$ cat config.mk
export PLATFORM = sky130hd
export DESIGN_NAME = new_descrambler
export DESIGN_NICKNAME = d
export VERILOG_FILES = /design/src/rtl/new_descrambler.sv
export SDC_FILE = /design/constraint.sdc
export NUM_CORES = 1
export LEC_CHECK = 0
export ABC_AREA = 1
export CAP_MARGIN = 5
export CORE_MARGIN = 2
export CORE_UTILIZATION = 43
export CTS_BUF_LIST = sky130_fd_sc_hd__clkbuf_16
export CTS_CLUSTER_DIAMETER = 120
export CTS_CLUSTER_SIZE = 16
export DETAILED_ROUTE_END_ITERATION = 10
export HOLD_SLACK_MARGIN = 0.15
export PLACE_DENSITY = 0.75
export SLEW_MARGIN = 10
export SYNTH_ARGS = -nofsm -noshare
export SYNTH_HDL_FRONTEND = slang
export SYNTH_SLANG_ARGS = --single-unit
$ cat constraint.sdc
create_clock -name clk -period 0.8 [get_ports clk]
set_input_delay 0.12 -clock clk [delete_from_list [all_inputs] [get_ports clk]]
set_output_delay 0.12 -clock clk [all_outputs]
set_load 0.05 [all_outputs]
$ cat src/rtl/new_descrambler.sv
// new_descrambler: self-synchronizing serial descrambler for x^15 + x^14 + 1.
// The history register holds the raw received (scrambled) bits, so the
// descrambler locks onto any transmitter seed once 15 bits have been seen.
// Optional build macro: NEW_DESCRAMBLER_SYNC_EN adds a saturating fill
// counter and the `synced` output reporting a fully loaded history.
module new_descrambler (
    input  logic        clk,
    input  logic        rst,
    input  logic        enable,
    input  logic        de_serial_in,
    output logic        descrambled_out,
    output logic [14:0] dout
`ifdef NEW_DESCRAMBLER_SYNC_EN
    ,
    output logic        synced
`endif
);

    localparam int unsigned WIDTH = 15;
    localparam int unsigned TAP_A = 13;
    localparam int unsigned TAP_B = 14;

    logic descramble_bit_c;

    // Multiplicative descramble: received bit XOR the two tapped history bits
    assign descramble_bit_c = de_serial_in ^ dout[TAP_A] ^ dout[TAP_B];

    // History shift register and registered output; both hold while disabled
    always_ff @(posedge clk or negedge rst) begin
        if (!rst) begin
            dout            <= '0;
            descrambled_out <= 1'b0;
        end else if (enable) begin
            dout            <= {dout[WIDTH-2:0], de_serial_in};
            descrambled_out <= descramble_bit_c;
        end
    end

`ifdef NEW_DESCRAMBLER_SYNC_EN
    localparam int unsigned FILL_W   = 4;
    localparam logic [FILL_W-1:0] FILL_MAX = FILL_W'(WIDTH);

    logic [FILL_W-1:0] fill;
    logic [FILL_W-1:0] fill_next_c;

    // Saturating count of bits captured since reset
    always_comb begin
        fill_next_c = fill;
        if (fill != FILL_MAX) begin
            fill_next_c = fill + FILL_W'(1);
        end
    end

    // Fill counter and synced flag; synced sticks until reset
    always_ff @(posedge clk or negedge rst) begin
        if (!rst) begin
            fill   <= '0;
            synced <= 1'b0;
        end else if (enable) begin
            fill   <= fill_next_c;
            synced <= (fill_next_c == FILL_MAX);
        end
    end
`endif

endmodule

==> reports/results.txt <==
global-route wire length before repair -> 3.06 mm
Fill cells -> 31
clock-pin transition on the worst setup and hold timing paths -> 0.05 ns
failing checks -> negative setup slack
Post-Syn Area -> 626 um^2
DR iter-0 viols -> 11
die span in y -> 42.1 um
PnR Total Power -> 3.53 mW
Placement Setup Slack -> -0.398 ns
post-synthesis register bit count -> 16
PortBufs -> 19
most common cell after layout, fill and taps aside -> buf_12
Worst-Margin Slew -> 0.389 ns
initial antenna violation count -> 0
Pins Over Slew Limit -> 0
max incr delay on CP -> 0.44 ns
Crit path max-delay family -> flip-flops
# rows -> 13
static leakage -> 0.581 nW
clk_lat worst skew -> 0.25 ns
Final Setup Violations -> 22
relative slew slack -> 74.0%
CTS root buf -> clkbuf_16
Via Count -> 602
Hold WS -> 0.214 ns
clk_skew -> 0.00398 ns
Vias/cell -> 5.33
die span in x -> 42.1 um
crit path buf inv count -> 1
Req. time, crit path -> 0.68 ns
Hold Crit Class -> in2async
Tcrit/Tclk final -> 122%
Final #Nets -> 103
Power Dens Cells -> 2810 nW/um^2
Min Clock Period, post-route -> 0.976 ns
syn_nets -> 71
status -> complete, but fails checks
Detail Route Antenna Nets -> 0
WP data arrival -> 0.86 ns
CTS max path bufs -> 2
I/O pin total -> 20
die area -> 1780 um^2
slowest stage cell, crit path -> dfrtp_2
Pre-antenna DRT Iters -> 4
number of hold buffers added after CTS -> 0
Core Area -> 1330 um^2
Avg Synthesized Cell Area -> 9.34 um^2
peak supply drop -> 0.00208 V
warnings from Yosys -> 0
synth unique cells -> 11
initial core utilization -> 46.9%
Max-cap violations -> 0
routed length per instance -> 17.2 um
Post-DP HPWL -> 1.00 mm
final setup margin -> -0.176 ns
TritonCTS Buffers -> 3
Setup crit end kind -> output port
Critical Path Source Type -> register
Fin. Hold Viols -> 0
Worst Path Max Fanout -> 4
number of global-route vias before repair -> 639
total congestion overflow -> 0
most frequent cells in the layout -> buf_12 (17), dfrtp_2 (15), nand2_2 (10)
Residual DRC -> 0
# diodes -> 0
Seq/Total Area, Yosys -> 64.0%
RSZ-0062 raised after global routing -> true
critical path class -> reg2out
largest net degree at the start of global routing -> 17
CTS tree -> built
H-tree Lvls -> 1
cell count after synthesis -> 67
cells along the critical path -> buf_12
P&R area growth vs syn -> 101%
GPL Wtd Cong -> 0.687
total wire length -> 1.95 mm
CTS Sinks -> 16
share of layout cells above drive strength 1 -> 67.3%
FMAX -> 1.02 GHz
Total GRT Usage -> 23.4%
## cell usage after synthesis
cell / n / area share, %
nand2_1: 20 / 12
dfrtp_1: 16 / 64
inv_1: 10 / 6.0
o21ai_2: 1 / 1.4
o21ai_0: 13 / 10
buf_2: 1 / 0.80
nor2_1: 1 / 0.60
o21ai_1: 1 / 0.80
inv_2: 1 / 0.60
buf_6: 1 / 1.8
nand3_1: 2 / 1.6
## per-layer routing
metal  wire (um)  GRT usage, %  up-vias
li1            -             -      269
met1         733          28.4      301
met2        1070          41.3       28
met3         114          4.74        4
met4          29          8.13        0
met5           0             0        -
## area by class of cell
cell class,instances,area [um^2],area share (%)
Clock buffer,3,75.1,5.97
Clock inverter,1,3.75,0.299
Inverter,11,41.3,3.28
Multi-Input combinational cell,38,234,18.6
Sequential cell,16,419,33.3
Tap cell,15,18.8,1.49
Timing Repair Buffer,29,465,37.0
## cell families (layout without fill, tap and decap cells)
kind of cell	Yosys count	count (layout)	synth area share [%]
and+or+nand+nor	23	23	14.2
buffers and inverters	13	44	9.20
DFF	16	16	64.0
AOI/OAI and AO/OA	15	15	12.6
## worst paths after layout
path / start / endpoint / slack [ns] / cells past startpoint
setup reg to reg: dout[13] / descrambled_out / -0.11 / 4
min in group clk: de_serial_in / dout[0] / 0.21 / 3
hold / removal: rst / dout[10] / 0.21 / 2
hold reg to reg: dout[6] / dout[7] / 0.58 / 2
setup / recovery: dout[13] / dout[13] / -0.18 / 1
max in group asynchronous: rst / dout[6] / 0.45 / 2
## power breakdown
group | switching [mW] | leakage (nW) | internal [mW] | total (mW)
Sequential | 0.165 | 0.186 | 0.957 | 1.12
Combinational | 0.744 | 0.356 | 0.682 | 1.43
Clock | 0.322 | 0.0385 | 0.664 | 0.986
Total | 1.23 | 0.581 | 2.30 | 3.53
## stage by stage
stage	TNS (ns)	instances	area [um^2]	utilization [%]
5_1_grt	-2.92	113	1260	94.3
4_1_cts	-2.37	112	1180	88.8
2_1_floorplan	-0.107	67	644	-
6_report	-2.54	113	1260	94.3
3_5_place_dp	-4.58	102	1030	77.4
3_3_place_gp	-3.65	102	1030	77.4
## worst reg2reg max path, stage by stage, from the launching register on
cell and delay [ns]:
dfrtp_2 0.44, nand2_1 0.11, inv_1 0.05, nand3_1 0.09, nand3_1 0.09
## repair_timing
item / in CTS / in global routing
setup endpoints to repair: 28 / 29
hold endpoints to repair: 0 / 0
pin swaps: 0 / 1
buffers inserted: 6 / 2
cloned: 0 / 0
resized for setup: 18 / 24
## state kept, by name (all words and copies together) (netlist names)
name             cells
dout                15
descrambled_out      1
(Power assumes the default switching activity.)
